[src/rtl/tdm_demux1_4.sv]
// tdm_demux1_4 -- 1-to-4 time-division demultiplexer.
// A frame is four valid beats; the beat carrying frame_sync is slot 0 and
// is routed to y0, the next three valid beats to y1..y3. Every output is
// registered, so results appear one clock after the accepting edge.
// Optional feature: define TDM_DEMUX_SYNC_CHECK_EN to flag framing
// violations on sync_err (a missing sync at slot 0 drops lock back to IDLE).
// Without it, sync_err is tied low and slot 0 free-runs.
// Handshake: a beat is any rising clk with din_valid=1; there is no
// back-pressure, and frame_sync means nothing unless din_valid is also high.
module tdm_demux1_4 #(
   parameter int WIDTH = 4
) (
   input  logic             clk,
   input  logic             rst,
   input  logic [WIDTH-1:0] din,
   input  logic             din_valid,
   input  logic             frame_sync,
   output logic [WIDTH-1:0] y0,
   output logic [WIDTH-1:0] y1,
   output logic [WIDTH-1:0] y2,
   output logic [WIDTH-1:0] y3,
   output logic [3:0]       y_valid,
   output logic             frame_done,
   output logic             sync_err,
   output logic             dbg_state,
   output logic [1:0]       dbg_slot
);

   typedef enum logic {IDLE = 1'b0, RUN = 1'b1} state_t;

   state_t     state, next_state;
   logic [1:0] slot, next_slot;
   logic       wr_en;
   logic [1:0] wr_slot;
   logic       done;
   logic       err;

   // State register: FSM state and slot counter.
   always_ff @(posedge clk) begin
      if (rst) begin
         state <= IDLE;
         slot  <= 2'd0;
      end else begin
         state <= next_state;
         slot  <= next_slot;
      end
   end

   // Next-state logic: lock on sync, advance slot on each accepted beat.
   always_comb begin
      next_state = state;
      next_slot  = slot;
      if (din_valid) begin
         if (state == IDLE) begin
            if (frame_sync) begin
               next_state = RUN;
               next_slot  = 2'd1;
            end
         end else if (frame_sync) begin
            // Sync at slot 0 is normal; anywhere else it forces a resync.
            next_slot = 2'd1;
         end else if (slot != 2'd0) begin
            next_slot = slot + 2'd1;
         end else begin
`ifdef TDM_DEMUX_SYNC_CHECK_EN
            // Slot 0 arrived without sync: lock is lost.
            next_state = IDLE;
`else
            // Free-running: treat the beat as slot 0.
            next_slot = 2'd1;
`endif
         end
      end
   end

   // Output decode: which channel this beat writes and which flags fire.
   always_comb begin
      wr_en   = 1'b0;
      wr_slot = 2'd0;
      done    = 1'b0;
      err     = 1'b0;
      if (din_valid) begin
         if (state == IDLE) begin
            wr_en = frame_sync;
         end else if (frame_sync) begin
            wr_en = 1'b1;
`ifdef TDM_DEMUX_SYNC_CHECK_EN
            err   = (slot != 2'd0);
`endif
         end else if (slot != 2'd0) begin
            wr_en   = 1'b1;
            wr_slot = slot;
            done    = (slot == 2'd3);
         end else begin
`ifdef TDM_DEMUX_SYNC_CHECK_EN
            err   = 1'b1;
`else
            wr_en = 1'b1;
`endif
         end
      end
   end

   // Registered outputs: channel words hold until addressed, flags pulse.
   always_ff @(posedge clk) begin
      if (rst) begin
         y0         <= '0;
         y1         <= '0;
         y2         <= '0;
         y3         <= '0;
         y_valid    <= 4'b0000;
         frame_done <= 1'b0;
         sync_err   <= 1'b0;
      end else begin
         y_valid    <= wr_en ? (4'b0001 << wr_slot) : 4'b0000;
         frame_done <= done;
         sync_err   <= err;
         if (wr_en) begin
            case (wr_slot)
               2'd0:    y0 <= din;
               2'd1:    y1 <= din;
               2'd2:    y2 <= din;
               default: y3 <= din;
            endcase
         end
      end
   end

   assign dbg_state = state;
   assign dbg_slot  = slot;

endmodule

[config.mk]
export PLATFORM = sky130hd
export DESIGN_NAME = tdm_demux1_4
export DESIGN_NICKNAME = d
export VERILOG_FILES = /design/src/rtl/tdm_demux1_4.sv
export SDC_FILE = /design/constraint.sdc
export NUM_CORES = 1
export LEC_CHECK = 0
export CAP_MARGIN = 0
export CORE_ASPECT_RATIO = 1.5
export CORE_UTILIZATION = 47
export CTS_CLUSTER_SIZE = 30
export DETAILED_ROUTE_END_ITERATION = 10
export PLACE_DENSITY = 0.8
export SYNTH_ARGS = -nofsm -noshare
export SYNTH_HDL_FRONTEND = slang
export SYNTH_SLANG_ARGS = --single-unit
[constraint.sdc]
create_clock -name clk -period 2.5 [get_ports clk]
set_clock_uncertainty 0.15 [all_clocks]
set_input_delay 0.5 -clock clk [delete_from_list [all_inputs] [get_ports clk]]
set_output_delay 0.5 -clock clk [all_outputs]
set_load 0.005 [all_outputs]
# Word-level counts from Yosys, hierarchy flattened
# Index checks and enable logic that the tools add are counted.
classes:
  addsub: 1
  n_eq_ne: 3
  n_shift: 1
  mux: 12
  bitwise: 5
  n_reduce_logical: 11
ops:
  columns: ["op", "n"]
  rows:
  - ["$mux 2", 8]
  - ["$reduce_and 2->1", 5]
  - ["$not 1->1", 5]
  - ["$reduce_or 5->1", 1]
  - ["$eq 2x2->1 const B", 2]
  - ["$mux 1", 4]
  - ["$reduce_bool 2->1", 2]
  - ["$shl 1x2->4 const A", 1]
  - ["$reduce_or 3->1", 1]
  - ["$add 2x1->2 const B", 1]
  - ["$eq 2x1->1 const B", 1]
  - ["$logic_not 2->1", 1]
  - ["$reduce_or 2->1", 1]
word_totals:
  ff_bits: 24

# Logic depth before layout (Yosys ltp)
depth:
  depth_word: 9
  ltp_mapped: 5
  mapped_depth_nobuf: 5

# Worst setup path after synthesis
# OpenSTA, ideal clock, no wires.
synth_timing:
  kind: "flip-flop to flip-flop"
  start: "register slot[1] (netlist: dbg_slot[1])"
  end: "register y1[0]"
  setup_ns: 0.121
  t_arrival_ns: 1.471
  path_slack_ns: 0.759
  path_stages_with_launch: 6
  path_buffers: 0
  synth_period_minus_slack_ns: 1.741
  path_cell_list: "dfxtp_1 inv_1 ha_1 and4bb_4 nand3_4 mux2i_1"
synth_between:
  elab_chain_cells: 7
synth_lines:
  columns: ["element", "line", "text"]
  rows:
  - ["start: declaration", "32", "logic [1:0] slot, next_slot;"]
  - ["start signal: assignment", "45", "slot <= next_slot;"]
  - ["$reduce_bool 2->1", "90", "end else if (slot != 2'd0) begin"]
  - ["$mux 2 (*)", "90", null]
  - ["$mux 2 (*)", "85", "end else if (frame_sync) begin"]
  - ["$mux 2 (*)", "83", "if (state == IDLE) begin"]
  - ["$mux 2 (*)", "82", "if (din_valid) begin"]
  - ["$eq 2x1->1 (*)", "119", "case (wr_slot)"]
  - ["$reduce_and 2->1 (no source line) (*)", null, null]
  - ["end signal: assignment", "121", "2'd1: y1 <= din;"]
  - ["end: declaration", "19", "output logic [WIDTH-1:0] y1,"]
# Mark *: on every way between the ends. The rest lies on a longest branch, timed or not.
# A chain may end at the register's enable or synchronous reset.

# Worst setup path in the final report
layout_timing:
  start: "register slot[0] (netlist: dbg_slot[0])"
  end: "output dbg_slot[0]"
layout_lines:
  columns: ["element", "line", "text"]
  rows:
  - ["end: declaration", "26", "output logic [1:0] dbg_slot"]
# No word-level cell between the ends.

==> flow_metrics.env <==
export IMPL_cp_cell_sequence="clkdlybuf4s50_1"
export IMPL_p_total_uw=669
export IMPL_r2r_slack_ns=0.62
export IMPL_final_nets=133
export IMPL_grt_use_total_pct=18.3
export IMPL_dp_worst_setup_slack_ns=0.497
export IMPL_crit_start="dbg_slot[0]"
export IMPL_h_tree_depth=1
export IMPL_final_max_slew_viol_count=0
export IMPL_fin_ws_ns=0.389
export IMPL_cts_setup_buffers=0
export IMPL_crit_slowest_cell="dfxtp_1"
export IMPL_die_area_um2=2320
export IMPL_final_setup_tns_ns=0
export IMPL_synth_most_common_cell="dfxtp_1"
export IMPL_wl_per_cell_um=12.6
export IMPL_cts_root_buffer="clkbuf_4"
export IMPL_chipWidth_um=39.6
export IMPL_setup_viol=0
export IMPL_num_io_pins=33
export IMPL_yosysUniqueCellTypes=24
export IMPL_clkTransAtPathRegs_ns=0.13
export IMPL_synth_area_um2=998
export IMPL_run_status="complete, no violations"
export IMPL_cts_sinks=24
export IMPL_grt_max_degree=18
export IMPL_syn_inst=89
export IMPL_critPathTopFamily="flip-flops"
export IMPL_hold_path_class="flop to flop"
export IMPL_ys_seq_area_share_pct=48.1
export IMPL_grt_overflow_total=0
export IMPL_synth_edff_count=0
export IMPL_synth_fp_nets=99
export IMPL_ys_async_sr_fraction_pct=0
export IMPL_max_stage_delay_ns=0.58
export IMPL_netlist_top_cells_area="dfxtp_1, mux2i_1, nand2b_1, nand3_4, ha_1"
export IMPL_drt_iter0_markers=12
export IMPL_cp_data_required_time_ns=1.85
export IMPL_synth_seq_cells=24
export IMPL_hold_buffers=0
export IMPL_hold_violations=0
export IMPL_hpwl_um=1360
export IMPL_antenna_found_initial=0
export IMPL_drtPass1Iterations=4
export IMPL_critPathLaunchType="flop"
export IMPL_ys_warn_count=0
export IMPL_start_util_pct=49.9
export IMPL_path_max_fanout=8
export IMPL_core_area_um2=2000
export IMPL_end_kind="primary output"
export IMPL_period_minus_slack_ns=2.11
export IMPL_rows=20
export IMPL_power_density_nw_per_um2=490
export IMPL_synth_top_area_share_pct=48.1
export IMPL_yosysTopAreaCell="dfxtp_1"
export IMPL_cts_resized=0
export IMPL_crit_buf_inv=1
export IMPL_worstSetupPathType="flop to primary output"
export IMPL_cts_tree="yes"
export IMPL_die_y_um=58.5
export IMPL_cp_data_arrival_time_ns=1.46
export IMPL_antenna_cells=0
export IMPL_regToRegStartpoint="dbg_slot[1]"
export IMPL_leakage_uw=0.000575
export IMPL_synthFlopType="dfxtp_1"
export IMPL_syn_area_per_cell_um2=11.2
export IMPL_antenna_left=0
export IMPL_wl_um=1810
export IMPL_insertion_delay_ns=0.30
export IMPL_max_freq_mhz=474
export IMPL_grt_pass1_wl_um=2950
export IMPL_drive_gt1_share_pct=9.84
export IMPL_final_util_pct=68.2
export IMPL_drc=0
export IMPL_crit_path_end="dbg_slot[0]"
export IMPL_synthTopCellsByCount="dfxtp_1, nand2b_1, mux2i_1"
export IMPL_rsz0062_at_grt="no"
export IMPL_io_buffers=31
export IMPL_cts_buffers=3
export IMPL_place_congestion=0.637
export IMPL_dr_total_vias=706
export IMPL_min_period_over_period_pct=84.5
export IMPL_worst_path_stages=1
export IMPL_avgViaCountPerCell=4.90
export IMPL_dp_cells=140
export IMPL_ir_drop_uv=344
export IMPL_syn_to_final_growth_pct=36.7
export IMPL_r2r_cells=5
export IMPL_final_cells=144
export IMPL_min_from="y0[1]"
export IMPL_maxCapViolations=0
export IMPL_rr_endpoint="y1[2]"
export IMPL_clock_path_buffers=2
export IMPL_grt_pass1_vias=683
==> how the worst min path moves through the flow <==
stage / slack [ns] / cells after the start / end
6_report: 0.33 / 2 / y0[1]
3_3_place_gp: 0.31 / 2 / y0[2]
4_1_cts: 0.34 / 2 / y0[2]
5_1_grt: 0.36 / 2 / y0[2]
3_5_place_dp: 0.32 / 2 / y0[2]
2_1_floorplan: 0.32 / 2 / y0[0]
==> routing by layer <==
layer / global-route usage, % / up-vias / wire length, µm
li1: - / 361 / -
met1: 22.1 / 321 / 804
met2: 29.7 / 22 / 921
met3: 2.26 / 2 / 65
met4: 10.3 / 0 / 17
met5: 0 / - / 0
==> through the flow <==
stage	cell area (µm²)	hold slack, ns
after floorplan	998	0.315
after global placement	1330	0.310
after detailed placement	1330	0.319
after CTS	1370	0.336
after global routing	1370	0.358
final	1370	0.330
==> area by class of cell <==
type,instances,area [µm²]
Multi-Input combinational cell,60,495
Clock buffer,4,36.3
Sequential cell,24,480
Tap cell,22,27.5
Timing Repair Buffer,32,318
Fill cell,163,637
Inverter,2,7.51
==> logic make-up after synthesis <==
family          Yosys count  share of synthesized area (%)
fa+ha+maj                 2                           2.51
buf+inv                   5                           2.26
compound gates            6                           4.39
simple gates             35                           26.3
mux                      16                           16.0
other cells               1                          0.376
flops                    24                           48.1
==> cell usage in the layout, fill, tap and decap left out <==
cell / n
clkdlybuf4s50_1: 31
dfxtp_1: 24
nand2b_1: 20
mux2i_1: 16
a21oi_1: 3
nand3_4: 3
clkbuf_4: 3
nor2_1: 2
and3_1: 2
ha_1: 2
inv_2: 1
inv_1: 1
or2_1: 1
o21ai_1: 1
a21oi_4: 1
nor2b_1: 1
and4bb_4: 1
a21o_1: 1
nand2_1: 1
nand4b_1: 1
and2b_1: 1
and2_1: 1
nor3_2: 1
conb_1: 1
clkbuf_8: 1
buf_4: 1
==> state kept, by name (all words and copies together) (netlist names) <==
| name | flops |
|---|---|
| y3 | 4 |
| y_valid | 4 |
| y2 | 4 |
| y0 | 4 |
| dbg_slot | 2 |
| y1 | 4 |
| dbg_state | 1 |
| frame_done | 1 |
==> power by group <==
part           switching, µW  total (µW)  internal [µW]
logic                   27.8        66.7           39.0
registers               8.17         398            390
clock network            115         204           88.8
total                    151         669            518
Power figures use the tool's default switching activity.
==> edit (same settings) <==
Reset style: asynchronous (`rst`), changed in 2 clocked blocks.
--- a/src/rtl/tdm_demux1_4.sv
+++ b/src/rtl/tdm_demux1_4.sv
@@ -37,5 +37,5 @@
 
    // State register: FSM state and slot counter.
-   always_ff @(posedge clk) begin
+   always_ff @(posedge clk or posedge rst) begin
       if (rst) begin
          state <= IDLE;
@@ -103,5 +103,5 @@
 
    // Registered outputs: channel words hold until addressed, flags pulse.
-   always_ff @(posedge clk) begin
+   always_ff @(posedge clk or posedge rst) begin
       if (rst) begin
          y0         <= '0;
Formal check against the unedited RTL: differs if rst is asserted again (counterexample within 4 cycles, from zero or initial values and one cycle with rst high); with rst held inactive, the same outputs for 10 cycles.
==> edit against the original RTL <==
Final area increased by 6.2%. Synthesized area increased by 5.8%. Global-route usage increased by 2.3 points. Routed wire length increased by 18%. Die area increased by 5.5%. Critical path depth unchanged. Sequential cell count unchanged. Fmax increased by 7.1%. Setup slack improved by 140 ps. Critical path type unchanged. Highest routed layer unchanged.
Power is not compared: it rests on default switching activity, and its combinational part moved more than twofold at a synthesized area within 25%.
==> edit: results (changes against the original RTL) <==
- Status: finished, final reports clean (unchanged)
- Post-place setup slack: 239 ps (was 497 ps)
- Largest net degree at the start of global routing: 25 (was 18)
- Synth top area cells: dfrtp_1 57%, mux2_2 8.5%, mux2_4 5.7% (was dfxtp_1 48%, mux2i_1 16%, nand2b_1 13%)
- Initial antenna violation count: 0 (unchanged)
- Hold Crit Class: in -> async (was reg -> reg)
- Global-route wire length before repair: 3.27 mm (was 2.95 mm)
- Final Wtd Congestion: 0.752 (was 0.637)
- Top cells by count, synth: 24 x dfrtp_1, 8 x inv_1, 8 x mux2_2, 6 x nand4_1 (was 24 x dfxtp_1, 20 x nand2b_1, 16 x mux2i_1, 3 x a21oi_1, 3 x nand3_4)
- Global-route usage over all layers: 20.6% (was 18.3%)
- Clock Latency Late Sink: 320 ps (was 300 ps)
- Post-CTS setup repair buffer count: 0 (unchanged)
- Final #Nets: 129 (was 133)
- Post-DP HPWL: 1.58 mm (was 1.36 mm)
- CP Launch Point: dbg_slot[1]$_DFFE_PP0P_ (was dbg_slot[0]$_SDFFE_PP0P_)
- Max stage delay on crit path: 540 ps (was 580 ps)
- Clk pin slew, worst setup/hold paths: 140 ps
- Critical-path maximum fanout: 7 (was 8)
- GR Util met1: 24.8% (was 22.1%)
- Met3 Use GR: 2.97% (was 2.26%)
- Leakage power: 0.000658 uW
- Vias per std cell: 5.57 (was 4.90)
- CTS buffer count: 3 (unchanged)
- RR Startpoint: dbg_slot[0]$_DFFE_PP0P_ (was dbg_slot[1]$_SDFFE_PP0P_)
- Ys Warns: 0 (unchanged)
- Seq/Total Area, Yosys: 56.9% (was 48.1%)
- R2R depth: 5 (unchanged)
- Top delay family on crit path: buffers and inverters (was flip-flops)
- R2R Setup Slk: 570 ps (was 620 ps)
- H-tree levels: 1 (unchanged)
- Deepest clock path buffer count: 2 (unchanged)
- Async set-reset flop share out of synthesis: 100% (was 0%)
- Predominant post-synthesis flop cell: dfrtp_1 (was dfxtp_1)
- Critical path endpoint: dbg_slot[1] (was dbg_slot[0])
- Post-CTS sizing: 0 (unchanged)
- Root buf cell: clkbuf_4 (unchanged)
- Unique cell type count in the Yosys netlist: 25 (was 24)
- Worst r2r dst: y1[2]$_DFFE_PP0P_ (was y1[2]$_SDFFE_PP0P_)
- Post-Syn Nets: 93 (was 99)
- FF+latch count, synth: 24 (unchanged)
- DRT iter0 DRCs: 24 (was 12)
- CP max-delay cell: clkdlybuf4s50_1 (was dfxtp_1)
- Port bufs: 31 (unchanged)
- Layout cell share with drive strength beyond 1: 17.8% (was 9.84%)
- 1st-pass router iterations: 4 (unchanged)
- Number of global-route vias before repair: 725 (was 683)
- Detailed-route wire length per cell: 15.2 um (was 12.6 um)
- Ant. Diodes: 0 (unchanged)
- Maximum vdd drop: 0.000537 V
- Met2 Resource Use GR: 33.3% (was 29.7%)
- Critical path arrival: 1320 ps (was 1460 ps)
- Final period utilization: 78.8% (was 84.5%)
edit: cell types whose count changed after synthesis, sizes merged, moves of 4 or more:
cell,change
nand4,+6
dfxtp,-24
mux2,+12
o21a,+4
nand2b,-18
dfrtp,+24
inv,+6
mux2i,-15
a21oi,-4
edit: worst register-to-register path, cell delays in order (launching register included):
cell,delay [ps]
dfrtp_1,460
inv_1,130
ha_1,180
nand2b_1,210
and3_1,360
mux2_4,340
edit: logic make-up after synthesis:
group	count (synthesis)	share of synthesized area [%]
DFF	24	56.9
and+or+nand+nor	19	11.3
muxes	13	15.2
AOI/OAI and AO/OA	12	8.65
buffers and inverters	12	5.33
adders and majority gates	2	2.37
other	1	0.355
edit: metrics by stage:
stage | utilization, % | total power, uW | hold WS (ps) | std cells | cell area [um2]
finish | 69.8 | 1260 | 353 | 140 | 1450
global route | 69.8 | 1320 | 396 | 140 | 1450
CTS | 69.8 | 1270 | 358 | 140 | 1450
detailed placement | 67.3 | 990 | 348 | 136 | 1400
global placement | 67.3 | 965 | 337 | 136 | 1400
floorplan | - | 721 | 354 | 83 | 1060
edit: final cells by class:
type | count | area, um2
inverter | 8 | 30.0
clock inverter | 1 | 30.0
timing repair buffer | 35 | 340
fill | 151 | 627
multi-input combinational | 47 | 399
clock buffer | 3 | 22.5
tap | 22 | 27.5
sequential | 24 | 601
edit: where the power goes:
group	leakage (uW)	internal, uW	switching, uW
combinational	0.000336	290	130
sequential	0.000295	492	63.0
clock	0.0000279	162	118
edit: per-layer routing:
metal	share of wire [%]	wire length (um)
met5	0	0
met2	55	1160
met3	3.8	80
met4	1.7	37
met1	40	844
